--- src/rtl/mem_arb_pkg.sv ---
// Shared types and constants for the memory read-port arbiter.
package mem_arb_pkg;

  typedef enum logic {
    ARB_FIXED = 1'b0,
    ARB_RR    = 1'b1
  } arb_mode_e;

  localparam int unsigned CONFLICT_CNT_W = 16;

  function automatic int unsigned idx_width(input int unsigned n);
    return (n > 1) ? $clog2(n) : 1;
  endfunction

endpackage

--- src/rtl/mem_rd_port_arbiter_pick.sv ---
// Rotating priority picker: first set request searching upward from start, wrapping.
module rr_priority_pick
  import mem_arb_pkg::*;
#(
  parameter int unsigned NUM_REQ = 3,
  parameter int unsigned IDX_W   = idx_width(NUM_REQ)
) (
  input  logic [NUM_REQ-1:0] req,
  input  logic [IDX_W-1:0]   start,
  output logic [NUM_REQ-1:0] grant,
  output logic [IDX_W-1:0]   idx,
  output logic               found
);

  logic [IDX_W:0]   pos;
  logic [IDX_W-1:0] pos_idx;

  // start is always < NUM_REQ, so a single conditional subtract wraps the sum
  always_comb begin
    grant   = '0;
    idx     = '0;
    found   = 1'b0;
    pos     = '0;
    pos_idx = '0;
    for (int unsigned off = 0; off < NUM_REQ; off++) begin
      pos = {1'b0, start} + (IDX_W+1)'(off);
      if (pos >= (IDX_W+1)'(NUM_REQ)) begin
        pos = pos - (IDX_W+1)'(NUM_REQ);
      end
      pos_idx = pos[IDX_W-1:0];
      if (!found && req[pos_idx]) begin
        grant[pos_idx] = 1'b1;
        idx            = pos_idx;
        found          = 1'b1;
      end
    end
  end

endmodule

--- src/rtl/mem_rd_port_arbiter.sv ---
// Shares one synchronous memory read port among NUM_REQ requesters, routes read data
// back to the winner after RD_LATENCY cycles and counts schedule conflicts.
module mem_rd_port_arbiter
  import mem_arb_pkg::*;
#(
  parameter int unsigned NUM_REQ    = 3,
  parameter int unsigned ADDR_W     = 6,
  parameter int unsigned DATA_W     = 32,
  parameter int unsigned RD_LATENCY = 1,
  parameter int unsigned ARB_MODE   = 0
) (
  input  logic                        clk,
  input  logic                        rst,
  input  logic [NUM_REQ-1:0]          req_valid,
  input  logic [NUM_REQ*ADDR_W-1:0]   req_addr,
  output logic [NUM_REQ-1:0]          req_grant,
  output logic [NUM_REQ-1:0]          rsp_valid,
  output logic [DATA_W-1:0]           rsp_data,
  output logic [ADDR_W-1:0]           mem_addr,
  output logic                        mem_rd_en,
  input  logic [DATA_W-1:0]           mem_rd_data,
  output logic [CONFLICT_CNT_W-1:0]   conflict_cnt,
  output logic                        conflict_sticky
);

  localparam int unsigned IDX_W = idx_width(NUM_REQ);
  localparam arb_mode_e   MODE  = (ARB_MODE == 1) ? ARB_RR : ARB_FIXED;

  logic [IDX_W-1:0]   rr_ptr;
  logic [IDX_W-1:0]   start_ptr;
  logic [IDX_W-1:0]   win_idx;
  logic [NUM_REQ-1:0] pick_grant;
  logic               pick_found;
  logic [NUM_REQ-1:0] tag_pipe [RD_LATENCY];
  logic               multi;

  assign start_ptr = (MODE == ARB_RR) ? rr_ptr : '0;

  rr_priority_pick #(
    .NUM_REQ (NUM_REQ),
    .IDX_W   (IDX_W)
  ) u_pick (
    .req   (req_valid),
    .start (start_ptr),
    .grant (pick_grant),
    .idx   (win_idx),
    .found (pick_found)
  );

  // Grant is one-hot, so OR-ing the gated addresses is the mux and yields 0 when idle
  always_comb begin
    req_grant = rst ? '0 : pick_grant;
    mem_rd_en = pick_found & ~rst;
    mem_addr  = '0;
    for (int unsigned i = 0; i < NUM_REQ; i++) begin
      if (req_grant[i]) begin
        mem_addr = mem_addr | req_addr[i*ADDR_W +: ADDR_W];
      end
    end
  end

  always_ff @(posedge clk) begin
    if (rst) begin
      rr_ptr <= '0;
    end else if (mem_rd_en) begin
      rr_ptr <= (win_idx == IDX_W'(NUM_REQ-1)) ? '0 : win_idx + 1'b1;
    end
  end

  always_ff @(posedge clk) begin
    if (rst) begin
      for (int unsigned i = 0; i < RD_LATENCY; i++) begin
        tag_pipe[i] <= '0;
      end
    end else begin
      tag_pipe[0] <= req_grant;
      for (int unsigned i = 1; i < RD_LATENCY; i++) begin
        tag_pipe[i] <= tag_pipe[i-1];
      end
    end
  end

  assign rsp_valid = rst ? '0 : tag_pipe[RD_LATENCY-1];
  assign rsp_data  = mem_rd_data;

  // More than one bit set iff clearing the lowest set bit leaves something behind
  assign multi = |(req_valid & (req_valid - 1'b1));

  always_ff @(posedge clk) begin
    if (rst) begin
      conflict_cnt    <= '0;
      conflict_sticky <= 1'b0;
    end else if (multi) begin
      if (conflict_cnt != '1) begin
        conflict_cnt <= conflict_cnt + 1'b1;
      end
      conflict_sticky <= 1'b1;
    end
  end

endmodule

--- config.mk ---
export PLATFORM = sky130hd
export DESIGN_NAME = mem_rd_port_arbiter
export DESIGN_NICKNAME = d
export VERILOG_FILES = /design/src/rtl/mem_arb_pkg.sv /design/src/rtl/mem_rd_port_arbiter_pick.sv /design/src/rtl/mem_rd_port_arbiter.sv
export SDC_FILE = /design/constraint.sdc
export NUM_CORES = 1
export LEC_CHECK = 0
export BUFFER_PORTS_ARGS = -buffer_cell sky130_fd_sc_hd__buf_4
export CAP_MARGIN = 10
export CORE_MARGIN = 4
export CORE_UTILIZATION = 39
export DETAILED_ROUTE_END_ITERATION = 8
export HOLD_SLACK_MARGIN = 0.05
export PLACE_DENSITY = 0.81
export SYNTH_ARGS = -nofsm -noshare
export SYNTH_HDL_FRONTEND = slang
export SYNTH_SLANG_ARGS = --single-unit
--- constraint.sdc ---
create_clock -name clk -period 2 [get_ports clk]
set_input_delay 0.3 -clock clk [delete_from_list [all_inputs] [get_ports clk]]
set_output_delay 0.3 -clock clk [all_outputs]
set_load 0.05 [all_outputs]
# == Word-level counts from Yosys, hierarchy flattened ==
# Memory sizes are Yosys's and may differ from the RTL's.
# Index checks and enable logic that the tools add are counted.
# op_classes
addsub,2
n_eq_ne,1
n_mux,16
bitwise_logic,5
reduce_logical,7
# op_table
operator,n
$mux 6,3
$add 16x1->16 const B,1
$ne 16x16->1 const B,1
$mux 3,4
$or 6x6->6,2
$mux 1,8
$reduce_or 3->1,2
$and 3x3->3,1
$sub 3x1->3 const B,1
$logic_and 1x1->1,2
$logic_not 1->1,2
$mux 2,1
$reduce_and 2->1,1
$and 1x1->1,1
$not 1->1,1
# totals
reg_bits,17
ram_bits,3
inputBits,55
output_inout_bits,62
elab_cells,34
memories,1
# memory_table
memory,words,word_bits,rd,rd_ports_with_merged_regs,write_ports,line,source
tag_pipe,1,3,1,0,1,mem_rd_port_arbiter.sv:34,logic [NUM_REQ-1:0] tag_pipe [RD_LATENCY];

# == Longest topological paths before layout ==
# Gate-level depths: netlist of the first run.
# depth
ltp_word,13
ltp_mapped,6
ltp_nobuf,5

# == By module ==
# From an unflattened synthesis of the first run, not the netlist that was laid out.
# hier_totals
hier_cells,205
area_unflattened_um2,1644.1
# modules_own_cells
module,instances,cells_each,area_each_um2
mem_rd_port_arbiter,1,168,1362.6
rr_priority_pick,1,37,281.5

# == Worst setup path after synthesis of the first run ==
# No wires, ideal clock.
# synth_path
kind,input -> output
start,in req_valid[1]
end,out mem_addr[0]
t_arrival_ns,2.568
t_required_ns,1.700
path_slack_ns,-0.868
stages,4
cell_sequence,buf_2 -> nor3b_1 -> a222oi_1 -> inv_1
# synth_between
elab_chain_len,7
word_cells_on_any_way,10
classes_between,6 x mux; 1 x bitwise; 3 x reduce/logical
# synth_rtl
element,line,source
"start, declared",mem_rd_port_arbiter.sv:14,"input logic [NUM_REQ-1:0] req_valid,"
$logic_and 1x1->1 *,mem_rd_port_arbiter_pick.sv:31,if (!found && req[pos_idx]) begin
$mux 2 *,mem_rd_port_arbiter_pick.sv:31,
$mux 3 *,mem_rd_port_arbiter_pick.sv:31,
$mux 3 *,mem_rd_port_arbiter.sv:52,req_grant = rst ? '0 : pick_grant;
net req_grant[1],mem_rd_port_arbiter.sv:16,"output logic [NUM_REQ-1:0] req_grant,"
$mux 6 *,mem_rd_port_arbiter.sv:56,if (req_grant[i]) begin
$or 6x6->6,mem_rd_port_arbiter.sv:57,mem_addr = mem_addr | req_addr[i*ADDR_W +: ADDR_W];
$mux 6 *,mem_rd_port_arbiter.sv:56,
"end, declared",mem_rd_port_arbiter.sv:19,"output logic [ADDR_W-1:0] mem_addr,"
# Mark *: on every way through the listed nets, which the timed path passes. The rest lies on a longest branch.

# == Worst setup path after layout of the first run ==
# layout_path
start,reg conflict_cnt[0]
end,reg conflict_cnt[9]
# layout_between
elab_chain_len,2
word_cells_on_any_way,3
classes_between,1 x add/sub; 1 x eq/ne; 1 x reduce/logical
# layout_rtl
element,line,source
"start, declared",mem_rd_port_arbiter.sv:22,"output logic [CONFLICT_CNT_W-1:0] conflict_cnt,"
"start signal, assigned",mem_rd_port_arbiter.sv:95,conflict_cnt <= conflict_cnt + 1'b1;
"parallel branches: the longest is 2 deep, another holds $add 16x1->16",--,
# Parallel ways; which one is timed is not known.
# A chain may end at the register's enable or synchronous reset.

==> impl_results.md, run 1 <==
* Maximum vdd drop at 254 uV
* R2r startpoint: conflict_cnt[0]
* Fill cell count at 334
* # DRC at 0
* Sw frac at 28.6%
* Syn-to-layout area delta at 17.7%
* Post-synthesis cell area at 0.00143 sq mm
* Tightest Pin Transition at 0.537 ns
* Die Y at 68.5 microns
* Placed cells at 226
* CTS HTree Levels at 1
* Total track usage at 14.7%
* CTS resizes at 0
* Drt via density at 5.40
* Pwr Total at 0.924 mW
* Hold Vio Cnt, Final at 0
* DR pass1 iterations at 5
* Reg area at 403 sq um
* Type of the worst min-delay path: in2reg
* Setup crit start kind: flip-flop
* EDFF count, synth at 0
* CP required at 2.19 ns
* Most frequent cells in the layout: 56 x buf_4, 18 x dfxtp_1, 11 x a21oi_1
* PwrDens at 550 mW/mm^2
* Nets at 241
* Status: complete, no violations
* Multi-input gate area at 721 sq um
* Area contributors post-synth: dfxtp_1 28%, buf_4 17%, a222oi_1 4.2%
* Number of global-route vias before repair at 1212
* Via count at 1243
* First-pass GRT wire length at 5280 microns
* Cts bufs inserted at 3
* Count of cell types in the netlist at 43
* Leak Pwr at 0.747 nW
* Dpl hpwl at 2550 microns
* R2R Path End: conflict_cnt[9]
* N_diodes at 0
* FP Rows at 21
* Clk_lat worst skew at 0.25 ns
* Initial Utilization at 41.4%
* CTS clk-pin slew, worst paths at 0.07 ns
* Fmax at 551 MHz
* Final setup margin at 0.186 ns
* Minimum clock period at 1.81 ns
* Final Skew at 0.000873 ns
* IO Port Bufs at 52
* Psw at 0.264 mW
* R2r worst-path depth at 6
* Post-DR wirelength/cell at 14.1 microns
* Commonest non-fill, non-tap cell in the layout: buf_4
* Placer's final routability congestion estimate at 0.818
* Share of layout cells above drive strength 1 at 44.6%
* Register area share after synthesis at 28.1%
* Die area at 0.00469 sq mm
* Kind of critical path: reg2reg
* Reg2Reg Setup Slack at 0.19 ns
* Sink Count at 20
* CP endpoint: conflict_cnt[9]
* Largest net degree at the start of global routing at 27
* Post-route non-filler standard cell count at 230
* Drt total wl at 3250 microns
* Post-synth ARST share at 0%
* CTS Hold Buffers Added at 0
* Total grt overflow at 0
* Clock share of power at 33.4%
* Crit path arrival time at 2.00 ns
* Die width at 68.5 microns
* Sequential group share of total power at 44.6%
* Ys Warns at 0
* Final Max Slew Viols at 0
* Pre-CTS setup slack at 0.204 ns
* P_int at 0.660 mW
* Primary FF master, synth: dfxtp_1
* Setup crit end kind: flip-flop
* Yosys reg bits at 20
* Avg Inst Size Synth at 8.70 sq um
* Initial antenna violation count at 0
* Max_cap viols at 0
* Fin crit share at 90.7%
* Syn Nets at 220
* Setup Buffers After CTS at 0
* Cell count after synthesis at 164
* Clk buf depth at 2
* RSZ-0062 raised after global routing: false
* Clk root buf: clkbuf_8
* Antenna violation net count after detailed routing at 0
* I/O pin total at 117
* Comb pwr share at 22.0%
* # setup viols final at 0
* DR iter-0 viols at 116
* Crit-path max FO at 6
* CTS tree: built
* Top-area cell type share of the netlist area at 28.1%
* Placeable core region at 0.00344 sq mm
* Worst Setup SP: conflict_cnt[0]
* Max_slew headroom at 63.9%
* Post-synth top area cell: dfxtp_1
[registers in the layout, indices dropped and copies added, names as in the netlist]
register,count
conflict_sticky,1
tag_pipe,3
conflict_cnt,16
[final cells by class]
type                            count  share of cell area [%]
Clock buffer                        4                    3.28
Inverter                            6                    1.34
Multi-Input combinational cell     98                    42.9
Sequential cell                    20                    24.0
Tap cell                           46                    3.43
Timing Repair Buffer               56                    25.0
[worst min path at each step]
| stage | from | endpoint | slack, ns | depth (start not counted) |
|---|---|---|---|---|
| 2_1_floorplan | req_valid[2] | tag_pipe[0][2] | 0.47 | 1 |
| 3_3_place_gp | conflict_sticky | conflict_sticky | 0.46 | 2 |
| 3_5_place_dp | conflict_sticky | conflict_sticky | 0.46 | 2 |
| 4_1_cts | req_valid[1] | tag_pipe[0][2] | 0.28 | 2 |
| 5_1_grt | req_valid[1] | tag_pipe[0][2] | 0.29 | 2 |
| 6_report | req_valid[1] | tag_pipe[0][2] | 0.28 | 2 |
[Yosys cell counts (3+ instances only)]
library cell / n
nand3_1: 5
inv_1: 6
nor4_1: 3
nor2b_1: 7
a21oi_1: 11
nand2_1: 7
or4_1: 5
clkbuf_1: 3
dfxtp_1: 20
nor2_1: 9
nand4_1: 3
buf_4: 33
a222oi_1: 6
o31ai_1: 5
o21ai_0: 5
[worst max-delay path, stage by stage, from the launching register on]
cell and delay (ns):
dfxtp_2 0.35, ha_1 0.22, and3_2 0.24, nor4b_4 0.15, buf_4 0.15, or4_1 0.50
a21oi_1 0.15
[power groups by stage]
| stage | registers, mW | logic, mW | clock network, mW |
|---|---|---|---|
| after global routing | 0.414 | 0.219 | 0.332 |
| after CTS | 0.412 | 0.205 | 0.319 |
| after detailed placement | 0.422 | 0.205 | 0 |
| after floorplan | 0.440 | 0.287 | 0 |
| after global placement | 0.421 | 0.204 | 0 |
| final | 0.412 | 0.203 | 0.309 |
[cell families after synthesis]
group,synth area share (%)
and+or+nand+nor,28.7
buffers and inverters,22.8
AOI/OAI and AO/OA,14.8
DFF,28.1
muxes,4.03
adders and majority gates,1.58
[metrics by stage]
| step | cell area [sq um] | hold WS (ns) | TNS [ns] | utilization (%) |
|---|---|---|---|---|
| 2_1_floorplan | 1450 | 0.472 | -0.0420 | - |
| 3_3_place_gp | 1620 | 0.458 | 0 | 47.2 |
| 3_5_place_dp | 1620 | 0.463 | 0 | 47.2 |
| 4_1_cts | 1680 | 0.277 | 0 | 48.8 |
| 5_1_grt | 1680 | 0.286 | 0 | 48.8 |
| 6_report | 1680 | 0.281 | 0 | 48.8 |
[routing by layer]
| layer | wire (microns) | track usage, % | vias up |
|---|---|---|---|
| li1 | - | - | 609 |
| met1 | 1320 | 16.6 | 571 |
| met2 | 1570 | 25.5 | 57 |
| met3 | 320 | 4.60 | 6 |
| met4 | 44 | 5.71 | 0 |
| met5 | 0 | 0 | - |
Note: power is estimated with default switching activity, not from simulation.
==> run 2, diff against run 1 <==
Settings changed: ABC_AREA set to 1, CORE_UTILIZATION 39 to 40, PLACE_DENSITY 0.81 to 0.8.
==> impl_results.md, run 2 <==
* CTS tree: built
* Max_slew headroom at 80.4% (+16 points)
* Largest net degree at the start of global routing at 17 (-37%)
* Drt via density at 4.82 (-11%)
* Initial Utilization at 41.5% (+0.046 points)
* Post-DP Area at 0.00174 sq mm (+6.9%)
* Count of cell types in the netlist at 20 (-53%)
* Post-DR wirelength/cell at 10.8 microns (-23%)
* Sum of negative setup slack at 0 ns (unchanged)
* Post-synthesis cell area at 0.00153 sq mm (+7.3%)
* Cell count after synthesis at 256 (+56%)
* Final Max Slew Viols at 0 (unchanged)
* CTS resizes at 0 (unchanged)
* Fmax at 664 MHz (+20%)
* Total grt overflow at 0 (unchanged)
* Final Util at 48.5% (-0.24 points)
* Ys Warns at 0 (unchanged)
* Final Skew at 0.00137 ns (+0.000493 ns)
* Register area share after synthesis at 26.2% (-1.9 points)
* # DRC at 0 (unchanged)
* Post-synth top area cell: dfxtp_1
* Most frequent cell after synthesis: nand2_1
* Clk root buf: clkbuf_8
* Clk buf depth at 2 (unchanged)
* Reg area at 400 sq um (-0.62%)
* Minimum clock period at 1.51 ns (-0.307 ns)
* CTS clk-pin slew, worst paths at 0.08 ns (about the same)
* CP required at 1.70 ns (-0.49 ns)
* Biggest regs: conflict_cnt: 16 flops, tag_pipe: 3 flops, conflict_sticky: 1 flops
* Clk_lat worst skew at 0.26 ns (about the same)
* Drt total wl at 3530 microns (+8.8%)
* Commonest non-fill, non-tap cell in the layout: nand2_1
* Cts bufs inserted at 3 (unchanged)
* Fill cell count at 389 (+16%)
* Crit path arrival time at 1.21 ns (-0.79 ns)
* Total track usage at 14.7% (-0.022 points)
* Final Cell Area at 0.00179 sq mm (+6.6%)
* Most frequent cells in the layout: 65 x nand2_1, 56 x nor2_1, 53 x buf_4
* Avg Inst Size Synth at 5.98 sq um (-31%)
* Sink Count at 20 (unchanged)
* Syn-to-layout area delta at 17.0%
* PwrDens at 523 mW/mm^2 (-4.9%)
* Setup crit end kind: output port
* I/O pin total at 117 (unchanged)
* Setup crit start kind: input port
* Leak Pwr at 0.866 nW (+16%)
* Fin crit share at 75.3% (-15 points)
* Kind of critical path: in2out
* Antenna violation net count after detailed routing at 0 (unchanged)
* Placeable core region at 0.00369 sq mm (+7.2%)
* Hold Vio Cnt, Final at 0 (unchanged)
* Worst path slowest cell: nor3_4
* N_diodes at 0 (unchanged)
* Most Frequent Cell on Critical Path: buf_4
* Max_cap viols at 0 (unchanged)
* DR pass1 iterations at 4 (-1)
* Tightest Pin Transition at 0.293 ns (-0.244 ns)
* Yosys reg bits at 20 (unchanged)
* Pwr Total at 0.937 mW (+1.4%)
* FP Rows at 22 (+4.8%)
* Share of layout cells above drive strength 1 at 26.6% (-18 points)
* # setup viols final at 0 (unchanged)
* Type of the worst min-delay path: in2reg
* Setup Buffers After CTS at 0 (unchanged)
* Nets at 335 (+39%)
* Max FFs per register at 16 (unchanged)
* Status: complete, no violations
* Worst-path cell chain: buf_4 > inv_2 > nand2_2 > nor3_4 > nand2_1 > nand3_1 > buf_4
* First-pass GRT wire length at 6040 microns (+15%)
* Dpl hpwl at 2890 microns (+13%)
* Top-area cell type share of the netlist area at 26.2% (-1.9 points)
* Number of global-route vias before repair at 1469 (+21%)
* RSZ-0062 raised after global routing: false
* EDFF count, synth at 0 (unchanged)
* CTS HTree Levels at 1 (unchanged)
* IO Port Bufs at 52 (unchanged)
* DR iter-0 viols at 49 (-58%)
* Via count at 1571 (+26%)
* Final hold slack at 0.279 ns (-0.00113 ns)
* Crit-path max FO at 7 (+1)
* Primary FF master, synth: dfxtp_1
* Die Y at 69.9 microns (+2.0%)
* Placer's final routability congestion estimate at 0.926 (+13%)
* Initial antenna violation count at 0 (unchanged)
* Biggest register: conflict_cnt
* Maximum vdd drop at 224 uV (-12%)
* Die area at 0.00488 sq mm (+4.1%)
* Area contributors post-synth: dfxtp_1 26%, nand2_1 16%, buf_4 16%
* Post-synth ARST share at 0% (unchanged)
* CTS Hold Buffers Added at 0 (unchanged)
* Max incr delay on CP at 0.25 ns (-0.25 ns)
* Multi-input gate area at 779 sq um (+8.2%)
* Die width at 69.9 microns (+2.0%)
* Syn Nets at 312 (+42%)
* Commonest cells in the netlist: 65 x nand2_1, 57 x nor2_1, 32 x buf_4, 21 x nand3_1
==> run 2: power breakdown <==
part,total (mW),internal (mW),switching (mW)
Sequential,0.414,0.407,0.00765
Clock,0.318,0.176,0.142
Combinational,0.205,0.0730,0.132
Total,0.937,0.655,0.282
==> run 2: cell families (layout without fill, tap and decap cells) <==
kind of cell             Yosys count  in the layout  synth area share, %
AO/OA/AOI/OAI                     14             14                 4.58
flip-flops                        20             20                 26.2
AND/OR/NAND/NOR                  160            160                 45.0
adder cells (fa/ha/maj)            1              1                0.818
buffers and inverters             61             83                 23.5
==> run 2: through the flow <==
stage	std cells	worst slack, ns
4_1_cts	326	0.489
2_1_floorplan	256	0.104
5_1_grt	326	0.301
3_5_place_dp	322	0.492
6_report	326	0.493
3_3_place_gp	322	0.510
==> run 2: final cells by class <==
| type | instances | area share, % |
|---|---|---|
| clock buffer | 4 | 3.07 |
| timing repair buffer | 53 | 22.2 |
| sequential | 20 | 22.4 |
| multi-input combinational | 175 | 43.5 |
| tap | 48 | 3.35 |
| inverter | 26 | 5.45 |
==> run 2: final timing paths <==
kind	from	end	slack, ns	depth (start not counted)
setup / recovery	req_valid[0]	mem_addr[5]	0.49	7
hold / removal	req_valid[0]	tag_pipe[0][0]	0.28	3
hold reg to reg	conflict_sticky	conflict_sticky	0.48	2
setup reg to reg	conflict_cnt[1]	conflict_cnt[1]	0.53	8
==> run 2: critical path: cells and delay by family <==
kind	cells	cell delay, ns
and+or+nand+nor	4	0.51
buffers and inverters	3	0.39
==> run 2: metal layers <==
metal	vias up	part of all wire [%]	global-route usage (%)
met1	696	43	17.1
met4	0	1.7	6.17
met2	57	47	25.8
met5	-	0	0
li1	807	-	-
met3	11	8.0	3.17
==> run 3, diff against run 2 <==
Clock period 2 ns to 1.5 ns, I/O delays scaled along.
==> impl_results.md, run 3 (synthesized netlist as in run 2, its figures left out) <==
* Multi-input gate area at 916 sq um (+17%)
* Placed cells at 322 (unchanged)
* Worst-path cell chain: nand2_1 > inv_2 > nand2_1 > nor2_1 > nand2_4 > nand2_2 > inv_1 > nor2_1 > nor2_1
* Comb pwr share at 24.2% (+2.3 points)
* Clk_lat worst skew at 0.26 ns (about the same)
* Final hold slack at 0.230 ns (-0.0493 ns)
* Final Max Slew Viols at 0 (unchanged)
* RSZ-0062 raised after global routing: true
* # setup viols final at 0 (unchanged)
* I/O pin total at 117 (unchanged)
* Fmax at 709 MHz
* Type of the worst min-delay path: in2reg
* CTS HTree Levels at 1 (unchanged)
* Hold Vio Cnt, Final at 0 (unchanged)
* Clock share of power at 32.4% (-1.5 points)
* Clk buf depth at 2 (unchanged)
* Max FFs per register at 16 (unchanged)
* Share of layout cells above drive strength 1 at 39.9% (+13 points)
* Initial antenna violation count at 0 (unchanged)
* Dpl hpwl at 3000 microns (+3.9%)
* Commonest non-fill, non-tap cell in the layout: nand2_1
* Final Skew at 0.00534 ns (+0.00398 ns)
* Via count at 1562 (-0.57%)
* Syn-to-layout area delta at 29.4%
* Crit path arrival time at 1.56 ns (+0.35 ns)
* P_int at 0.889 mW (+36%)
* IO Port Bufs at 52 (unchanged)
* Die width at 69.9 microns (unchanged)
* Max_cap viols at 0 (unchanged)
* Sink Count at 20 (unchanged)
* Setup crit end kind: flip-flop
* Placer's final routability congestion estimate at 0.890 (-3.9%)
* Post-route non-filler standard cell count at 326 (unchanged)
* Minimum clock period at 1.41 ns
* Max_slew headroom at 76.3% (-4.1 points)
* Pre-CTS setup slack at 0.0289 ns (-0.463 ns)
* Nets at 335 (unchanged)
* Crit-path max FO at 8 (+1)
* Maximum vdd drop at 372 uV (+66%)
* Sequential group share of total power at 43.4% (-0.8 points)
* First-pass GRT wire length at 6380 microns (+5.6%)
* Post-DR wirelength/cell at 11.7 microns (+8.2%)
* Antenna violation net count after detailed routing at 0 (unchanged)
* CTS clk-pin slew, worst paths at 0.07 ns (about the same)
* Fin crit share at 94.0%
* DR iter-0 viols at 64 (+31%)
* Cts bufs inserted at 3 (unchanged)
* Die Y at 69.9 microns (unchanged)
* Die area at 0.00488 sq mm (unchanged)
* N_diodes at 0 (unchanged)
* CTS tree: built
* Drt total wl at 3820 microns (+8.2%)
* Total track usage at 15.4% (+0.67 points)
* Sw frac at 30.4% (+0.33 points)
* Psw at 0.388 mW (+38%)
* Max incr delay on CP at 0.37 ns (+0.12 ns)
* Tightest Pin Transition at 0.353 ns (+0.0599 ns)
* Most Frequent Cell on Critical Path: nor2_1
* Biggest register: conflict_cnt
* Leak Pwr at 0.937 nW (+8.1%)
* FP Rows at 22 (unchanged)
* Number of global-route vias before repair at 1496 (+1.8%)
* Reg area at 425 sq um (+6.3%)
* DR pass1 iterations at 5 (+1)
* Largest net degree at the start of global routing at 17 (unchanged)
* Total grt overflow at 0 (unchanged)
* Most frequent cells in the layout: 57 x nand2_1, 53 x nor2_1, 53 x buf_4
* Pwr Total at 1.28 mW (+36%)
* Placeable core region at 0.00369 sq mm (unchanged)
* CP required at 1.65 ns (-0.05 ns)
* Final Util at 53.7% (+5.1 points)
* Final setup margin at 0.0896 ns (-0.403 ns)
* Fill cell count at 377 (-3.1%)
* Worst path slowest cell: dfxtp_2
* Setup crit start kind: flip-flop
* Status: complete, no violations
* Clk root buf: clkbuf_8
* Biggest regs: conflict_cnt: 16 flops, tag_pipe: 3 flops, conflict_sticky: 1 flops
* # DRC at 0 (unchanged)
* Kind of critical path: reg2reg
* PwrDens at 645 mW/mm^2 (+23%)
* Drt via density at 4.79 (-0.57%)
* Initial Utilization at 41.5% (unchanged)
## run 3: changes by cell type in the layout (fill, tap and decap cells not counted), moves of 2 or more
cell and change:
dfxtp_2 +14, nor2_2 +2, nor2_1 -3, dfxtp_1 -16
inv_1 -2, nand3_1 -8, nand3_2 +2, nand3_4 +6
dfxtp_4 +2, nand2_2 +6, nand2_1 -8
## run 3: layout make-up
class / count / area share (%)
Clock buffer: 4 / 2.78
Inverter: 26 / 6.32
Multi-Input combinational cell: 175 / 46.3
Sequential cell: 20 / 21.5
Tap cell: 48 / 3.03
Timing Repair Buffer: 53 / 20.1
## run 3: final timing paths
check                         from         endpoint  slack [ns]  cells after the start
hold / removal                 rst   tag_pipe[0][0]        0.23                      2
hold reg to reg    conflict_sticky  conflict_sticky        0.49                      2
setup / recovery  conflict_cnt[13]  conflict_cnt[0]        0.09                      9
setup reg to reg  conflict_cnt[13]  conflict_cnt[0]        0.09                      9
## run 3: what timing repair did
action,CTS,global route
hold buffers,0,0
hold endpoints to repair,0,0
resized for setup,0,6
setup endpoints to repair,0,12
setup buffers,0,0
## run 3: critical path, delay by kind of cell (launching register included)
family / cells / cell delay, ns
buffers and inverters: 2 / 0.11
flip-flops: 1 / 0.37
AND/OR/NAND/NOR: 7 / 0.81
## run 3: power groups by stage
stage                     clock [mW]  sequential [mW]  combinational (mW)
after global placement             0            0.566               0.306
after CTS                      0.427            0.554               0.310
final                          0.414            0.554               0.309
after detailed placement           0            0.567               0.309
after floorplan                    0            0.595               0.401
after global routing           0.449            0.557               0.332
## run 3: metal layers
| metal | share of wire [%] | global-route usage [%] | vias up | routed length [microns] |
|---|---|---|---|---|
| li1 | - | - | 805 | - |
| met1 | 42 | 18.0 | 680 | 1590 |
| met2 | 48 | 27.0 | 61 | 1850 |
| met3 | 7.4 | 2.59 | 16 | 282 |
| met4 | 2.4 | 7.23 | 0 | 93 |
| met5 | 0 | 0 | - | 0 |
## run 3: per-stage QoR
stage | area [sq um] | setup TNS, ns
finish | 1980 | 0
detailed placement | 1900 | 0
floorplan | 1710 | -0.0601
global placement | 1900 | 0
CTS | 1960 | 0
global route | 1980 | -0.0451
